==> config.mk <==
export PLATFORM = sky130hd
export DESIGN_NAME = multi_channel_clock_gen
export DESIGN_NICKNAME = d
export VERILOG_FILES = /design/src/rtl/multi_channel_clock_gen.sv
export SDC_FILE = /design/constraint.sdc
export NUM_CORES = 1
export LEC_CHECK = 0
export ABC_CLOCK_PERIOD_IN_PS = 9750
export CORE_MARGIN = 1
export CORE_UTILIZATION = 51
export CTS_CLUSTER_SIZE = 24
export DETAILED_ROUTE_END_ITERATION = 8
export PLACE_DENSITY = 0.74
export SYNTH_ARGS = -nofsm -noshare
export SYNTH_HDL_FRONTEND = slang
export SYNTH_SLANG_ARGS = --single-unit
==> constraint.sdc <==
create_clock -name clk_base -period 9.75 [get_ports clk_base]
set_clock_uncertainty 0.2 [all_clocks]
set_input_delay 1.95 -clock clk_base [delete_from_list [all_inputs] [get_ports clk_base]]
set_output_delay 1.95 -clock clk_base [all_outputs]
set_load 0.01 [all_outputs]
==> src/rtl/multi_channel_clock_gen.sv <==
// Multi-channel divided clock generator. Each channel divides clk_base by a
// programmable period with a programmable high time. Period and high time are
// captured into shadow registers only at a period boundary, so reprogramming
// never produces runt pulses. A shared sync input restarts all running channels.
module multi_channel_clock_gen #(
    parameter int unsigned WIDTH    = 16,
    parameter int unsigned CHANNELS = 2
) (
    input  logic                      clk_base,
    input  logic                      reset,
    input  logic [CHANNELS-1:0]       en,
    input  logic [CHANNELS*WIDTH-1:0] period,
    input  logic [CHANNELS*WIDTH-1:0] high_time,
    input  logic                      sync,
    output logic [CHANNELS-1:0]       clk_out,
    output logic [CHANNELS-1:0]       period_start,
    output logic [CHANNELS-1:0]       busy
);

    typedef enum logic {StIdle, StRun} state_e;

    for (genvar gi = 0; gi < CHANNELS; gi++) begin : g_ch
        state_e           r_state, w_state_nxt;
        logic [WIDTH-1:0] r_cnt, w_cnt_nxt;
        logic [WIDTH-1:0] r_per_sh, w_per_sh_nxt;
        logic [WIDTH-1:0] r_hi_sh, w_hi_sh_nxt;
        logic             r_clk, w_clk_nxt;
        logic             r_ps, w_ps_nxt;
        logic             w_restart;
        logic [WIDTH-1:0] w_period;
        logic [WIDTH-1:0] w_high;
        logic [WIDTH-1:0] w_cnt_inc;

        assign w_period  = period[gi*WIDTH +: WIDTH];
        assign w_high    = high_time[gi*WIDTH +: WIDTH];
        // cnt stays below per_sh on this path, so the increment cannot wrap
        assign w_cnt_inc = r_cnt + 1'b1;

        // Next-state logic: start, count, boundary reload, graceful stop and sync
        always_comb begin
            w_state_nxt  = r_state;
            w_cnt_nxt    = r_cnt;
            w_per_sh_nxt = r_per_sh;
            w_hi_sh_nxt  = r_hi_sh;
            w_clk_nxt    = r_clk;
            w_ps_nxt     = 1'b0;
            w_restart    = 1'b0;

            unique case (r_state)
                StIdle: begin
                    w_clk_nxt = 1'b0;
                    if (en[gi]) begin
                        w_state_nxt = StRun;
                        w_restart   = 1'b1;
                    end
                end
                StRun: begin
                    // sync acts as an early boundary; a disabled channel stops on it
                    if (sync || (r_cnt == r_per_sh)) begin
                        if (en[gi]) begin
                            w_restart = 1'b1;
                        end else begin
                            w_state_nxt = StIdle;
                            w_clk_nxt   = 1'b0;
                        end
                    end else begin
                        w_cnt_nxt = w_cnt_inc;
                        w_clk_nxt = (w_cnt_inc < r_hi_sh);
                    end
                end
                default: begin
                    w_state_nxt = StIdle;
                    w_clk_nxt   = 1'b0;
                end
            endcase

            if (w_restart) begin
                w_cnt_nxt    = '0;
                w_per_sh_nxt = w_period;
                w_hi_sh_nxt  = w_high;
                w_clk_nxt    = (w_high != '0);
                w_ps_nxt     = 1'b1;
            end
        end

        // State and registered outputs, cleared asynchronously by reset
        always_ff @(posedge clk_base or posedge reset) begin
            if (reset) begin
                r_state  <= StIdle;
                r_cnt    <= '0;
                r_per_sh <= '0;
                r_hi_sh  <= '0;
                r_clk    <= 1'b0;
                r_ps     <= 1'b0;
            end else begin
                r_state  <= w_state_nxt;
                r_cnt    <= w_cnt_nxt;
                r_per_sh <= w_per_sh_nxt;
                r_hi_sh  <= w_hi_sh_nxt;
                r_clk    <= w_clk_nxt;
                r_ps     <= w_ps_nxt;
            end
        end

        assign clk_out[gi]      = r_clk;
        assign period_start[gi] = r_ps;
        assign busy[gi]         = (r_state == StRun);
    end

endmodule

==> out/results.tsv, run 1 <==
metric	value	unit
status	finished, violations left	
failing checks	DRC	
CP required	9790	ps
wirelength, routed	12600	um
Reg clk slew, reported paths	70	ps
post-CTS sizing	0	
Post-CTS Repair Setup Buffers	0	
drc violations	6	
die area	12500	um2
Hold Buf Count CTS	0	
critical path type	input port to flop	
Core Area	11600	um2
initial drt markers	175	
YS warnings	0	
DP Wirelength	9210	um
P per Cell Area	148	nW/um2
startpoint types	input port	
Max Cap Violations	0	
final setup vio count	0	
Yosys top cell area share	0.413	
dpl cell area	6880	um2
synth top area cells	dfrtp_1 (41%), mux2_2 (10%), mux2_4 (7.1%)	
Period Utilization, post-route	0.433	
Final Slew Violations	0	
Skew-Pair Late Insertion Delay	350	ps
Total Power	0.00107	W
synthesized area per cell	11.1	um2
Root Buffer	clkbuf_16	
clock sinks	102	
Initial Utilization	0.532	
cell area after synthesis	6170	um2
Slew @ Worst Pin	983	ps
worst hold path class	flop to flop	
CTS tree	built	
Lkg Pwr	3.38	nW
area delta synth->final	16.3	%
share of cells above drive strength 1	0.190	
final setup margin	5530	ps
antenna cells	0	
Max IR drop VDD	0.0871	mV
setup tns final	0	ps
Final Cell Area	7180	um2
Crit Path Max Fanout	20	
Syn Inst Count	558	
CP endpoint kind	flop	
Final min period	4220	ps
Via density	5.54	
commonest non-fill, non-tap cell in the layout	dfrtp_1	
count of final hold-check violations	0	
GRT Total Usage	0.211	
Post-synth ARST share	1.00	
TritonRoute pass-1 iters	6	
unrepaired setup endpoints after global routing	false	
std cell rows	39	
Vias	4208	
# fillers	967	
Slew Limit Headroom	0.342	
post-synth top area cell	dfrtp_1	
io pins	75	
wire length per cell	16.5	um
Die Y	112	um
antenna violation net count after detailed routing	0	
register area share after synthesis	0.413	
fin nets	712	
GPL Wtd Cong	0.866	
CTS Buf Count	9	
vias in the first global route	4327	
CP Data Arrival Time	4260	ps
syn nets	659	
Max Clock Freq	0.237	GHz
pin count of the biggest net entering global routing	57	
Synth Register Bits	102	
commonest cells after routing, fill and taps aside	dfrtp_1 (102), clkdlybuf4s50_1 (74), mux2_2 (55), inv_1 (37), xnor2_1 (34)	
IO Port Bufs	74	
Distinct cells, synth	47	
die width	112	um
Post-synth EDFFs	0	
Top FF cell, synth	dfrtp_1	
H-tree lvl count	3	
initial antenna violation count	0	
global-route wire length before repair	20800	um
grt total ovfl	0	
Max Root-Sink Buffers	2	
worst slack at placement	5140	ps
final design utilization	0.618	
## critical path: stages
cell	delay (ps)
clkdlybuf4s50_1	430
nand2b_1	400
o21ai_4	630
buf_4	440
mux2_2	380
## where the power goes
part | internal (W) | leakage (nW) | switching (W)
registers | 0.000468 | 1.26 | 0.0000338
logic | 0.000114 | 1.98 | 0.0000836
clock network | 0.000206 | 0.142 | 0.000161
total | 0.000788 | 3.38 | 0.000278
## routing by layer
metal / track usage / vias up / wire [um]
met5: 0 / - / 0
li1: - / 2043 / -
met4: 0.0809 / 0 / 277
met1: 0.245 / 2081 / 5200
met3: 0.0346 / 20 / 401
met2: 0.390 / 64 / 6670
## metrics by stage
step	hold WS, ps	std cells
2_1_floorplan	270	558
3_3_place_gp	292	743
3_5_place_dp	292	743
4_1_cts	309	759
5_1_grt	323	759
6_report	305	759
## cell type report
type                            instances  area, um2  share of cell area
Tap cell                              143        179              0.0249
Multi-Input combinational cell        383       3240               0.451
Inverter                               38        145              0.0202
Timing Repair Buffer                   77        763               0.106
Clock inverter                          5       58.8             0.00819
Clock buffer                           11        243              0.0338
Sequential cell                       102       2550               0.356
## cells by family after synthesis
logic type / share of synthesized area
compound gates: 0.0559
xor+xnor: 0.0835
fa+ha+maj: 0.0649
buf+inv: 0.0620
flops: 0.413
mux: 0.172
simple gates: 0.148
## registers in the layout (all words and copies together) (netlist names)
| register | flops |
|---|---|
| g_ch.r_hi_sh | 32 |
| g_ch.r_per_sh | 32 |
| g_ch.r_cnt | 32 |
| g_ch.r_ps | 2 |
| g_ch.r_state | 2 |
| g_ch.r_clk | 2 |
## worst paths after layout
path | cells after the start | endpoint | from | slack [ps]
setup / recovery | 5 | g_ch[0].r_hi_sh[8] | sync | 5530
hold / removal | 1 | g_ch[1].r_hi_sh[7] | g_ch[1].r_hi_sh[7] | 300
setup reg to reg | 11 | g_ch[0].r_clk | g_ch[0].r_cnt[0] | 6670
hold reg to reg | 1 | g_ch[1].r_hi_sh[7] | g_ch[1].r_hi_sh[7] | 300
max in group asynchronous | 3 | g_ch[0].r_per_sh[5] | reset | 6400
min in group asynchronous | 2 | g_ch[1].r_hi_sh[8] | reset | 1830
## cell usage after synthesis, types with 2 or more instances
cell type / instances
ha_1: 32
and2_1: 2
nand2_1: 27
clkbuf_1: 8
a21oi_1: 11
mux2_2: 55
nand4_1: 14
a211o_1: 4
dfrtp_1: 102
or4b_2: 2
nand2b_1: 7
buf_6: 8
xnor2_1: 34
a31oi_1: 5
o21ai_4: 2
nor4_1: 10
or2_2: 2
nor3_1: 5
buf_4: 10
and3_1: 9
a21o_1: 2
inv_1: 38
xor2_1: 23
or4_1: 3
buf_2: 8
mux2_4: 29
nor4_2: 3
nand3_1: 17
o21ai_0: 25
and4_1: 5
nor2b_1: 32
nor2_1: 9
(Power assumes the default switching activity.)
==> run 2: changes to the inputs <==
--- a/config.mk
+++ b/config.mk
@@ -5,12 +5,12 @@
 export SDC_FILE = /design/constraint.sdc
 export NUM_CORES = 1
 export LEC_CHECK = 0
-export ABC_CLOCK_PERIOD_IN_PS = 9750
+export ABC_CLOCK_PERIOD_IN_PS = 3500
 export CORE_MARGIN = 1
 export CORE_UTILIZATION = 51
 export CTS_CLUSTER_SIZE = 24
 export DETAILED_ROUTE_END_ITERATION = 8
-export PLACE_DENSITY = 0.74
+export PLACE_DENSITY = 0.77
 export SYNTH_ARGS = -nofsm -noshare
 export SYNTH_HDL_FRONTEND = slang
 export SYNTH_SLANG_ARGS = --single-unit
==> constraint.sdc (replaced) <==
create_clock -name clk_base -period 3.5 [get_ports clk_base]
set_clock_uncertainty 0.2 [all_clocks]
set_input_delay 0.7 -clock clk_base [delete_from_list [all_inputs] [get_ports clk_base]]
set_output_delay 0.7 -clock clk_base [all_outputs]
set_load 0.01 [all_outputs]
==> run 2 against run 1 <==
The flow still finishes with violations (DRC). Non-clock buffer count is 6 higher. Critical path depth increased by 5. Cell count up 0.79%. Sequential power grew to 2.8 times the previous value. Highest routed layer unchanged.
==> out/results.tsv, run 2 (same netlist as run 1, synthesis figures left out) <==
metric	value	unit	change
switching portion of total power	0.252		-0.00933
CP required	3540	ps	-6250 ps
Crit Path Max Fanout	6		-70%
count of final hold-check violations	0		unchanged
CP Data Arrival Time	3030	ps	-1230 ps
reg2reg setup slack	510	ps	-6160 ps
commonest cells after routing, fill and taps aside	dfrtp_1 (102), clkdlybuf4s50_1 (74), mux2_2 (55), inv_1 (37), xnor2_1 (34)		
worst hold path class	flop to flop		
clock power share	0.353		+0.009
die width	112	um	unchanged
Final Slew Violations	0		unchanged
grt total ovfl	0		unchanged
Max IR drop VDD	0.245	mV	+180%
Max Root-Sink Buffers	2		unchanged
share of cells above drive strength 1	0.196		+0.00621
Slew Limit Headroom	0.577		+0.235
# fillers	957		-1.0%
Die Y	112	um	unchanged
post-CTS sizing	0		unchanged
wirelength, routed	13200	um	+5.0%
unrepaired setup endpoints after global routing	false		
Max Cap Violations	0		unchanged
Root Buffer	clkbuf_16		
Initial Utilization	0.532		unchanged
pin count of the biggest net entering global routing	103		+81%
Comb power frac	0.186		about the same
Seq. cell area	2550	um2	unchanged
Lkg Pwr	3.43	nW	+1.5%
slowest stage cell on the critical path	or4_4		
GPL Wtd Cong	0.928		+7.1%
Skew-Pair Late Insertion Delay	350	ps	about the same
Final min period	2990	ps	
Largest delay share family, worst path	simple AND/OR/NAND/NOR gates		
commonest non-fill, non-tap cell in the layout	dfrtp_1		
TritonRoute pass-1 iters	6		unchanged
worst stage delay on the critical path	560	ps	-70 ps
drc violations	5		-1
DP Wirelength	9480	um	+2.9%
Via density	5.69		+2.7%
clock sinks	102		unchanged
GRT Total Usage	0.219		+0.00739
fin nets	718		+0.84%
startpoint types	flop		
Max Clock Freq	0.334	GHz	
CP Buf/Inv Count	0		-2
global-route wire length before repair	21700	um	+4.1%
Reg power frac	0.461		-0.010
std cell rows	39		unchanged
vias in the first global route	4629		+7.0%
die area	12500	um2	unchanged
Post-CTS Repair Setup Buffers	0		unchanged
area delta synth->final	17.7	%	
final setup vio count	0		unchanged
failing checks	DRC		
area of the multi-input gates	3240	um2	unchanged
CTS Buf Count	9		unchanged
P per Cell Area	418	nW/um2	+180%
Hold Buf Count CTS	0		unchanged
CTS tree	built		
Reg clk slew, reported paths	70	ps	about the same
initial drt markers	234		+34%
initial antenna violation count	0		unchanged
Slew @ Worst Pin	629	ps	-355 ps
io pins	75		unchanged
Int Power	0.00227	W	+190%
Vias	4354		+3.5%
antenna violation net count after detailed routing	0		unchanged
Largest regs	g_ch.r_cnt: 32 flops, g_ch.r_hi_sh: 32 flops, g_ch.r_per_sh: 32 flops		
critical path type	flop to flop		
P_sw	0.000764	W	+170%
IO Port Bufs	74		unchanged
antenna cells	0		unchanged
CP endpoint kind	flop		
wire length per cell	17.2	um	+4.2%
hold_ws	306	ps	+0.884 ps
cell breakdown of the critical path	nand3_2, or2_0, or4_4, xnor2_2, ha_1, and4_1, nand2_1, o21ai_0, a31oi_1, a31o_2		
Period Utilization, post-route	0.855		
H-tree lvl count	3		unchanged
status	finished, violations left		
setup tns final	0	ps	unchanged
Core Area	11600	um2	unchanged
run 2: changes by cell type in the layout (fill, tap and decap cells not counted), sizes merged:
| cell | change |
|---|---|
| buf | +6 |
| bufinv | +1 |
| clkbuf | +1 |
| clkinvlp | -1 |
| inv | -1 |
run 2: final cells by class:
type                            instances  area share
Multi-Input combinational cell        383       0.446
Clock buffer                           12      0.0339
Timing Repair Buffer                   83       0.115
Inverter                               38      0.0201
Tap cell                              143      0.0246
Clock inverter                          4     0.00964
Sequential cell                       102       0.351
run 2: metrics by stage:
stage | power, W | instances | area (um2) | setup slack (ps) | utilization
3_5_place_dp | 0.00199 | 749 | 6950 | 559 | 0.598
5_1_grt | 0.00317 | 765 | 7270 | 369 | 0.626
6_report | 0.00304 | 765 | 7270 | 506 | 0.626
4_1_cts | 0.00306 | 765 | 7270 | 533 | 0.626
3_3_place_gp | 0.00196 | 749 | 6950 | 603 | 0.598
2_1_floorplan | 0.00179 | 558 | 6180 | 704 | -
run 2: metal layers:
metal / part of all wire / track usage / up-vias / wire [um]
met5: 0 / 0 / - / 0
met4: 0.020 / 0.0747 / 0 / 267
met3: 0.035 / 0.0394 / 25 / 466
met2: 0.55 / 0.419 / 122 / 7230
met1: 0.40 / 0.243 / 2163 / 5210
li1: - / - / 2044 / -
run 2: path summary, 6_finish.rpt:
check,from,end,cells past startpoint
min reg2reg,g_ch[0].r_hi_sh[9],g_ch[0].r_hi_sh[9],1
min in group asynchronous,reset,g_ch[1].r_ps,3
max in group asynchronous,reset,g_ch[1].r_per_sh[2],3
max reg2reg,g_ch[0].r_cnt[0],g_ch[0].r_clk,10
min,g_ch[0].r_hi_sh[9],g_ch[0].r_hi_sh[9],1
max,g_ch[0].r_cnt[0],g_ch[0].r_clk,10
run 2: power groups by stage:
| stage | Clock (W) | Combinational, W | Sequential, W |
|---|---|---|---|
| after global placement | 0 | 0.000547 | 0.00142 |
| after global routing | 0.00113 | 0.000622 | 0.00141 |
| after floorplan | 0 | 0.000401 | 0.00139 |
| after CTS | 0.00109 | 0.000572 | 0.00140 |
| after detailed placement | 0 | 0.000565 | 0.00142 |
| final | 0.00107 | 0.000566 | 0.00140 |
